[config.mk]
export PLATFORM = sky130hd
export DESIGN_NAME = ex_mem_reg
export DESIGN_NICKNAME = d
export VERILOG_FILES = /design/src/rtl/ex_mem_reg.sv
export SDC_FILE = /design/constraint.sdc
export NUM_CORES = 1
export LEC_CHECK = 0
export ABC_AREA = 1
export CAP_MARGIN = 20
export CORE_MARGIN = 1.5
export CORE_UTILIZATION = 38
export DETAILED_ROUTE_END_ITERATION = 8
export PLACE_DENSITY_LB_ADDON = 0.1
export SYNTH_ARGS = -nofsm -noshare
export SYNTH_HDL_FRONTEND = slang
export SYNTH_SLANG_ARGS = --single-unit
[constraint.sdc]
create_clock -name clk -period 3.95 [get_ports clk]
set_input_delay 0.79 -clock clk [delete_from_list [all_inputs] [get_ports clk]]
set_output_delay 0.79 -clock clk [all_outputs]
set_load 0.01 [all_outputs]
[src/rtl/ex_mem_reg.sv]
// EX/MEM pipeline register with branch resolution, a one-cycle redirect pulse and a saturating taken-branch counter.
// Optional macro EX_BRANCH_SIGN_EN adds BLTZ/BGEZ resolution from the ALU sign flag.
module ex_mem_reg #(
  parameter int NB_A   = 32,
  parameter int NB_REG = 5,
  parameter int NB_CNT = 16
) (
  input  logic              clk,
  input  logic              rst_n,
  input  logic [NB_A-1:0]   x,
  input  logic              flag_zero,
  input  logic              signo,
  input  logic [NB_A-1:0]   store_data,
  input  logic [NB_REG-1:0] rd_addr,
  input  logic [NB_A-1:0]   branch_target,
  input  logic              valid_in,
  input  logic              reg_write,
  input  logic              mem_read,
  input  logic              mem_write,
  input  logic              mem_to_reg,
  input  logic              branch_eq,
  input  logic              branch_ne,
  input  logic              branch_ltz,
  input  logic              branch_gez,
  input  logic              stall,
  input  logic              flush,
  output logic [NB_A-1:0]   o_x,
  output logic [NB_A-1:0]   o_store_data,
  output logic [NB_REG-1:0] o_rd_addr,
  output logic              o_reg_write,
  output logic              o_mem_read,
  output logic              o_mem_write,
  output logic              o_mem_to_reg,
  output logic              o_valid,
  output logic              pc_src,
  output logic [NB_A-1:0]   pc_target,
  output logic [NB_CNT-1:0] taken_count
);

  localparam logic [NB_CNT-1:0] CNT_MAX = '1;
  localparam logic [NB_CNT-1:0] CNT_ONE = NB_CNT'(1);

  logic cond_take;
  logic take;

  // Both eq and ne set (illegal decode) always resolves taken, since one flag term is true.
  always_comb begin
    cond_take = (branch_eq & flag_zero) | (branch_ne & ~flag_zero);
`ifdef EX_BRANCH_SIGN_EN
    cond_take = cond_take | (branch_ltz & signo) | (branch_gez & ~signo);
`endif
  end

`ifndef EX_BRANCH_SIGN_EN
  // Sign-branch inputs stay on the port list so instantiations match both builds.
  logic unused_sign_in;
  assign unused_sign_in = &{1'b0, branch_ltz, branch_gez, signo};
`endif

  assign take = valid_in & ~stall & ~flush & cond_take;

  always_ff @(posedge clk or negedge rst_n) begin
    if (!rst_n) begin
      o_x          <= '0;
      o_store_data <= '0;
      o_rd_addr    <= '0;
      o_reg_write  <= 1'b0;
      o_mem_read   <= 1'b0;
      o_mem_write  <= 1'b0;
      o_mem_to_reg <= 1'b0;
      o_valid      <= 1'b0;
      pc_src       <= 1'b0;
      pc_target    <= '0;
      taken_count  <= '0;
    end else begin
      // take already excludes stall and flush, so the pulse never repeats.
      pc_src <= take;
      if (take) begin
        pc_target <= branch_target;
        if (taken_count != CNT_MAX)
          taken_count <= taken_count + CNT_ONE;
      end

      if (flush) begin
        o_x          <= '0;
        o_store_data <= '0;
        o_rd_addr    <= '0;
        o_reg_write  <= 1'b0;
        o_mem_read   <= 1'b0;
        o_mem_write  <= 1'b0;
        o_mem_to_reg <= 1'b0;
        o_valid      <= 1'b0;
      end else if (!stall) begin
        o_x          <= x;
        o_store_data <= store_data;
        o_rd_addr    <= rd_addr;
        o_reg_write  <= reg_write  & valid_in;
        o_mem_read   <= mem_read   & valid_in;
        o_mem_write  <= mem_write  & valid_in;
        o_mem_to_reg <= mem_to_reg & valid_in;
        o_valid      <= valid_in;
      end
    end
  end

endmodule

==> results of run 1 <==
[stage by stage]
step	setup slack [ns]	utilization, %	hold slack, ns	power [mW]
finish	1.37	62.0	0.437	3.74
global route	1.15	62.0	0.496	3.92
CTS	1.35	62.0	0.468	3.78
detailed placement	0.922	57.7	0.465	2.28
global placement	0.933	57.7	0.461	2.26
floorplan	2.24	-	0.494	1.79
[power groups by stage]
stage / Combinational [mW] / Clock, mW / Sequential [mW]
global route: 0.821 / 1.58 / 1.52
detailed placement: 0.761 / 0 / 1.52
floorplan: 0.218 / 0 / 1.58
finish: 0.752 / 1.48 / 1.51
CTS: 0.763 / 1.51 / 1.51
global placement: 0.748 / 0 / 1.52
[cells in the mapped netlist, types with 2 or more instances]
| cell | number |
|---|---|
| inv_2 | 4 |
| nor2_4 | 2 |
| o21ai_0 | 3 |
| o21ai_1 | 4 |
| nand2_4 | 2 |
| buf_1 | 9 |
| nand2_1 | 261 |
| clkbuf_1 | 15 |
| inv_1 | 15 |
| nand2_2 | 3 |
| xnor2_1 | 3 |
| buf_6 | 2 |
| dfrtp_1 | 123 |
| buf_2 | 8 |
| nor2_1 | 15 |
| a32o_1 | 4 |
| nand3_1 | 75 |
| nor2_8 | 2 |
| a21oi_1 | 36 |
| o21ai_2 | 6 |
| xor2_1 | 2 |
| nand4_1 | 6 |
[cell families after synthesis]
group                      Yosys count  share of synthesized area, %
AOI/OAI and AO/OA                   54                          6.04
xor gates and xnor gates             5                         0.835
and+or+nand+nor                    368                          29.9
adders and majority gates            1                         0.239
DFF                                123                          58.7
buffers and inverters               53                          4.27
[layer usage]
metal,track usage [%],up-vias,part of all wire (%)
met5,0,-,0
li1,-,2385,-
met1,25.4,2276,40
met3,8.07,23,7.8
met4,8.68,0,2.1
met2,35.2,139,50
[how the worst max path moves through the flow]
stage	start	to	slack [ns]	cells after the start
floorplan	stall	taken_count[5]$_DFFE_PN0P_	2.24	9
global placement	valid_in	taken_count[2]$_DFFE_PN0P_	0.93	8
detailed placement	flush	taken_count[5]$_DFFE_PN0P_	0.92	7
CTS	flush	taken_count[5]$_DFFE_PN0P_	1.35	7
global route	valid_in	taken_count[2]$_DFFE_PN0P_	1.15	8
finish	valid_in	taken_count[5]$_DFFE_PN0P_	1.37	8
[worst max-delay path, delay by kind of cell]
| kind | cells | cell delay (ns) |
|---|---|---|
| AO/OA/AOI/OAI | 2 | 0.34 |
| buffers and inverters | 2 | 0.98 |
| AND/OR/NAND/NOR | 4 | 0.72 |
[final cells by class]
class / instances / area (um2)
flip-flops and latches: 123 / 3080
inverters: 19 / 71.3
clock inverters: 7 / 62.6
well taps: 176 / 220
clock buffers: 24 / 512
fillers: 1172 / 5070
multi-input cells: 428 / 1940
repair buffers: 240 / 2390
==> out/results.txt, run 1 <==
Status: finished clean
Post-synth EDFFs: 0
Critical Path Slowest Stage Cell: inv_2
Synth Register Bits: 123
Reg2Reg Capture Point: taken_count[5]$_DFFE_PN0P_
CTS tree: built
CTS clk-pin slew, worst paths: 0.05 ns
Critical path peak fanout: 35
Final setup TNS: 0 ns
Register-to-register setup slack: 2.11 ns
Row count: 42
Clk_lat worst skew: 0.41 ns
Psw: 964 uW
Share of flip-flops with an asynchronous set or reset: 100%
Worst path required time: 4.23 ns
Layout Skew: 0.00519 ns
Chip width: 120 um
FMAX: 0.388 GHz
Peak supply drop: 0.405 mV
Vias in the first global route: 4932
Post-layout net count: 946
Worst reg2reg path depth: 7
Yosys top cell by area: dfrtp_1
Slew Limit Fails: 0
Top Registers: o_store_data (32), o_x (32), pc_target (32)
DR vias: 4823
Max incr delay on CP: 0.51 ns
PwrDens: 452 nW/um2
Max Cap Viol: 0
Initial antenna violation count: 0
CP arrival: 2.86 ns
Worst path cell trace: clkdlybuf4s50_1, nand2_2, nor2_4, nand2_4, inv_2, o21ai_2, nand2_1, o21ai_1
Post-CTS Setup Bufs: 0
TritonCTS Buffers: 17
Cell-internal power: 2.78 mW
Synth top area share: 58.7%
Comb power frac: 20.1%
Origin of the critical flop-to-flop path: taken_count[0]$_DFFE_PN0P_
Cells after synthesis: 604
DRC: 0
Clk sinks: 123
Hold Path Class: in -> async
Post-Layout Cell Count: 1017
Clock Tree Buf Depth: 2
Flop pwr share: 40.3%
Area delta synth->final: 57.9%
Vias per inst: 4.74
Pre-antenna DRT Iters: 4
Post_cts resized: 0
Max-slew headroom: 46.3%
Core area: 13300 um2
Most area-consuming cells after synthesis: dfrtp_1 (59%), nand2_1 (19%), nand3_1 (7.2%)
Commonest cells after routing, fill and taps aside: nand2_1 (261), clkdlybuf4s50_1 (233), dfrtp_1 (123)
Syn nets: 721
WL/cell: 14.7 um
Critical setup path kind: in -> reg
Netlist cell types: 26
Largest net degree at the start of global routing: 75
Crit. End Element: register
Layout cells sized above 1: 7.02%
GRT overflow: 0
CTS root buffer: clkbuf_16
Initial core utilization: 39.3%
H-tree depth: 4
Total Routed Length: 14900 um
Number of diodes: 0
Final ANT Viol Nets: 0
Die H: 120 um
Most common cell after layout, fill and taps aside: nand2_1
Design area: 8280 um2
Mapped Area: 5240 um2
Global-route wire length before repair: 24200 um
Fin crit share: 65.3%
DP Wirelength: 10400 um
Post-DP Area: 7710 um2
Final setup fails: 0
DP Cell Count: 986
Lkg Pwr: 3.86 nW
Tmin final: 2.58 ns
Final Hold Fails: 0
Synth warn: 0
GRT Resource Usage Total: 21.4%
Starting DRC count in detailed routing: 320
Worst slew pin tran: 0.805 ns
Crit start category: input port
Die Area: 14500 um2
Clock power frac: 39.6%
I/O Buffers: 235
Ports: 239
Synth Flop Type: dfrtp_1
Hold Buf Count CTS: 0
Post-synthesis area per instance: 8.68 um2
RSZ-0062 raised after global routing: no
Placer congestion estimate: 0.794
Post-synthesis sequential area ratio: 58.7%
Switching Share: 25.8%
(Power assumes the default switching activity.)
==> inputs of run 2 (changes only) <==
clock period = 2.6 ns   (was 3.95 ns; I/O delays follow)
==> out/results.txt, run 2 (synthesis gave the netlist of run 1 again) <==
Post-CTS Setup Bufs: 0
Origin of the critical flop-to-flop path: taken_count[0]$_DFFE_PN0P_
Max incr delay on CP: 0.59 ns
Critical Path Slowest Stage Cell: clkdlybuf4s50_1
Crit. End Element: primary output
DP Cell Count: 989
Crit path depth: 1
Max Cap Viol: 0
Commonest cells after routing, fill and taps aside: nand2_1 (261), clkdlybuf4s50_1 (233), dfrtp_1 (123)
Crit start category: register
Lkg Pwr: 3.87 nW
Core area: 13300 um2
Critical path peak fanout: 7
Tmin final: 1.99 ns
Die H: 120 um
Post_cts resized: 0
CTS root buffer: clkbuf_16
WL/cell: 14.6 um
H-tree depth: 4
Clk_lat worst skew: 0.41 ns
Final setup fails: 0
Delay-heaviest family, CP: buffers and inverters
Post-layout net count: 950
Largest net degree at the start of global routing: 75
Reg2Reg Capture Point: taken_count[6]$_DFFE_PN0P_
TritonCTS Buffers: 17
Ports: 239
DP Wirelength: 10500 um
Vias per inst: 4.78
DRC: 0
Vias in the first global route: 4893
Final setup TNS: 0 ns
CP arrival: 1.47 ns
Layout cells sized above 1: 7.00%
Number of diodes: 0
GRT overflow: 0
Post-Layout Cell Count: 1019
Area delta synth->final: 58.5%
Chip width: 120 um
Worst path cell trace: clkdlybuf4s50_1
Final ANT Viol Nets: 0
FMAX: 0.503 GHz
Worst reg2reg path depth: 7
Slew Limit Fails: 0
RSZ-0062 raised after global routing: no
Pre-antenna DRT Iters: 6
GRT Resource Usage Total: 21.2%
CP bufs+invs: 1
Max-slew headroom: 46.1%
Worst path required time: 2.08 ns
Initial antenna violation count: 0
Initial core utilization: 39.3%
Die Area: 14500 um2
Total Routed Length: 14900 um
DR vias: 4866
Design area: 8310 um2
Starting DRC count in detailed routing: 313
Design Power: 5.62 mW
Placer congestion estimate: 0.840
Register-to-register setup slack: 0.78 ns
Peak supply drop: 0.363 mV
Worst slew pin tran: 0.809 ns
Layout Skew: 0.00539 ns
Hold Path Class: in -> async
CTS clk-pin slew, worst paths: 0.05 ns
Global-route wire length before repair: 24200 um
Crit. Startpoint: taken_count[2]$_DFFE_PN0P_
Most common cell after layout, fill and taps aside: nand2_1
Row count: 42
Worst setup endpoint: taken_count[2]
Clock Tree Buf Depth: 2
Clk sinks: 123
Critical setup path kind: reg -> out
I/O Buffers: 235
CTS tree: built
Top Registers: o_store_data (32), o_x (32), pc_target (32)
Status: finished clean
PwrDens: 677 nW/um2
Post-DP Area: 7730 um2
Hold Buf Count CTS: 0
Final core utilization: 62.3%
Fin crit share: 76.4%
Final Hold Fails: 0
[run 2: cell types whose count changed in the layout (fill, tap and decap cells not counted)]
cell	previous run	this run
clkbuf_8	6	9
buf_4	5	8
clkinvlp_4	1	0
buf_12	1	2
clkinv_2	5	0
clkbuf_1	1	3
bufinv_16	1	0
[run 2: cell type report]
class / instances / area, um2
Fill cell: 1161 / 5040
Sequential cell: 123 / 3080
Multi-Input combinational cell: 428 / 1940
Clock buffer: 29 / 561
Timing Repair Buffer: 244 / 2440
Tap cell: 176 / 220
Inverter: 19 / 71.3
[run 2: metal layers]
layer  vias to the layer above  track usage (%)  routed length (um)
met1                      2284             25.5                6030
met2                       152             34.8                7340
met3                        32             7.08                1070
met5                         -                0                   0
li1                       2398                -                   -
met4                         0             9.26                 431
[run 2: worst min-delay path by stage]
| stage | startpoint | cells past startpoint | to |
|---|---|---|---|
| 2_1_floorplan | rst_n | 0 | o_mem_read$_DFFE_PN0P_ |
| 3_3_place_gp | pc_target[16]$_DFFE_PN0P_ | 2 | pc_target[16]$_DFFE_PN0P_ |
| 4_1_cts | rst_n | 1 | taken_count[2]$_DFFE_PN0P_ |
| 5_1_grt | rst_n | 1 | taken_count[2]$_DFFE_PN0P_ |
| 6_report | rst_n | 1 | taken_count[2]$_DFFE_PN0P_ |
| 3_5_place_dp | pc_target[3]$_DFFE_PN0P_ | 2 | pc_target[3]$_DFFE_PN0P_ |
[run 2: report_power, final]
part,switching (mW),internal (mW),total (mW)
registers,0.158,2.13,2.29
logic,0.503,0.646,1.15
clock network,0.759,1.43,2.19
[run 2: metrics by stage]
step | hold slack [ns] | setup WS, ns
CTS | 0.0684 | 0.597
global route | 0.0943 | 0.541
global placement | 0.460 | 0.386
detailed placement | 0.469 | 0.336
finish | 0.0609 | 0.612
floorplan | 0.224 | 1.06
==> inputs of run 3 (changes only) <==
clock period = 1.8 ns   (was 2.6 ns; I/O delays follow)
==> out/results.txt, run 3 (synthesis gave the netlist of run 1 again) <==
FMAX: 0.573 GHz
Commonest cells after routing, fill and taps aside: nand2_1 (261), clkdlybuf4s50_1 (229), dfrtp_1 (114)
Max Cap Viol: 0
WL/cell: 14.8 um
Origin of the critical flop-to-flop path: taken_count[1]$_DFFE_PN0P_
Delay-heaviest family, CP: buffers and inverters
Setup ws final: 0.0559 ns
DP Cell Count: 1001
Global-route wire length before repair: 24700 um
Largest net degree at the start of global routing: 75
Total Routed Length: 15300 um
GRT Resource Usage Total: 21.8%
Fin crit share: 96.9%
Worst path cell trace: clkdlybuf4s50_1
Critical Path Slowest Stage Cell: clkdlybuf4s50_1
Clk sinks: 123
Hold Path Class: in -> async
Vias in the first global route: 5078
Clock Tree Buf Depth: 2
Worst reg2reg path depth: 7
I/O Buffers: 235
Die H: 120 um
Core area: 13300 um2
Die Area: 14500 um2
DR vias: 4934
Row count: 42
RSZ-0062 raised after global routing: no
DP Wirelength: 10900 um
Final ANT Viol Nets: 0
Layout Skew: 0.00377 ns
Critical setup path kind: reg -> out
Lkg Pwr: 4.01 nW
CTS tree: built
Chip width: 120 um
Final setup TNS: 0 ns
Tmin final: 1.74 ns
Reg2Reg Capture Point: taken_count[2]$_DFFE_PN0P_
# fillers: 1107
Final Hold Fails: 0
Most common cell after layout, fill and taps aside: nand2_1
DRC: 0
CTS root buffer: clkbuf_16
CP arrival: 1.38 ns
Max-slew headroom: 46.8%
Post-Layout Cell Count: 1034
Initial antenna violation count: 0
Layout cells sized above 1: 9.79%
GRT overflow: 0
Post-layout net count: 964
Critical path peak fanout: 5
Clk_lat worst skew: 0.40 ns
H-tree depth: 4
Top Registers: o_store_data (32), o_x (32), pc_target (32)
Number of diodes: 0
Worst path required time: 1.44 ns
CTS clk-pin slew, worst paths: 0.05 ns
TritonCTS Buffers: 17
Crit start category: register
Ports: 239
Vias per inst: 4.77
Final setup fails: 0
Status: finished clean
Pre-CTS WS: 0.00608 ns
Initial core utilization: 39.3%
Worst slew pin tran: 0.798 ns
CP bufs+invs: 1
Peak supply drop: 0.553 mV
Area delta synth->final: 62.7%
Placer congestion estimate: 0.828
Starting DRC count in detailed routing: 278
Crit. End Element: primary output
Slew Limit Fails: 0
PwrDens: 1030 nW/um2
Max incr delay on CP: 0.55 ns
Pre-antenna DRT Iters: 4
Register-to-register setup slack: 0.17 ns
## run 3: repair_timing
action,4_1_cts,5_1_grt
hold buffers,1,0
setup endpoints to repair,7,8
hold endpoints to repair,24,0
gates resized for setup,7,6
setup buffers,0,2
## run 3: layer usage
| layer | part of all wire (%) | track usage (%) | up-vias |
|---|---|---|---|
| met5 | 0 | 0 | - |
| met2 | 49 | 35.3 | 161 |
| met1 | 40 | 25.8 | 2321 |
| li1 | - | - | 2415 |
| met3 | 7.6 | 8.21 | 37 |
| met4 | 3.1 | 10.3 | 0 |
## run 3: cell type report
type	instances	area, um2	area share (%)
clock buffers	23	498	5.84
flip-flops and latches	123	3090	36.2
clock inverters	7	160	1.88
well taps	176	220	2.58
inverters	19	71.3	0.836
multi-input cells	428	1940	22.8
repair buffers	258	2550	29.9
## run 3: how the worst max path moves through the flow
stage                                     startpoint                           to  cells past startpoint
after floorplan           taken_count[0]$_DFFE_PN0P_  taken_count[13]$_DFFE_PN0P_                      9
after global routing      taken_count[9]$_DFFE_PN0P_               taken_count[9]                      1
after global placement                         flush          o_x[14]$_DFFE_PN0P_                      5
final                     taken_count[9]$_DFFE_PN0P_               taken_count[9]                      1
after CTS                 taken_count[5]$_DFFE_PN0P_               taken_count[5]                      1
after detailed placement                       flush          o_x[13]$_DFFE_PN0P_                      5
## run 3: stage by stage
| step | utilization [%] | power, mW | hold WS [ns] | cell area, um2 |
|---|---|---|---|---|
| 2_1_floorplan | - | 3.94 | 0.0644 | 5240 |
| 4_1_cts | 63.7 | 8.86 | 0.417 | 8510 |
| 6_report | 63.9 | 8.78 | 0.422 | 8530 |
| 3_5_place_dp | 58.7 | 5.05 | 0.311 | 7830 |
| 5_1_grt | 63.9 | 9.20 | 0.449 | 8530 |
| 3_3_place_gp | 58.7 | 5.01 | 0.308 | 7830 |
## run 3: worst reg2reg max path, delay by kind of cell (launching register included)
family | cells | cell delay [ns]
adders and majority gates | 1 | 0.23
AOI/OAI and AO/OA | 2 | 0.51
DFF | 1 | 0.40
buffers and inverters | 1 | 0.11
and+or+nand+nor | 3 | 0.31
## run 3: power by group
part           internal (mW)  total, mW  switching (mW)
sequential              3.08       3.30           0.224
combinational          0.969       1.73           0.756
clock                   2.62       3.75            1.13
total                   6.67       8.78            2.11
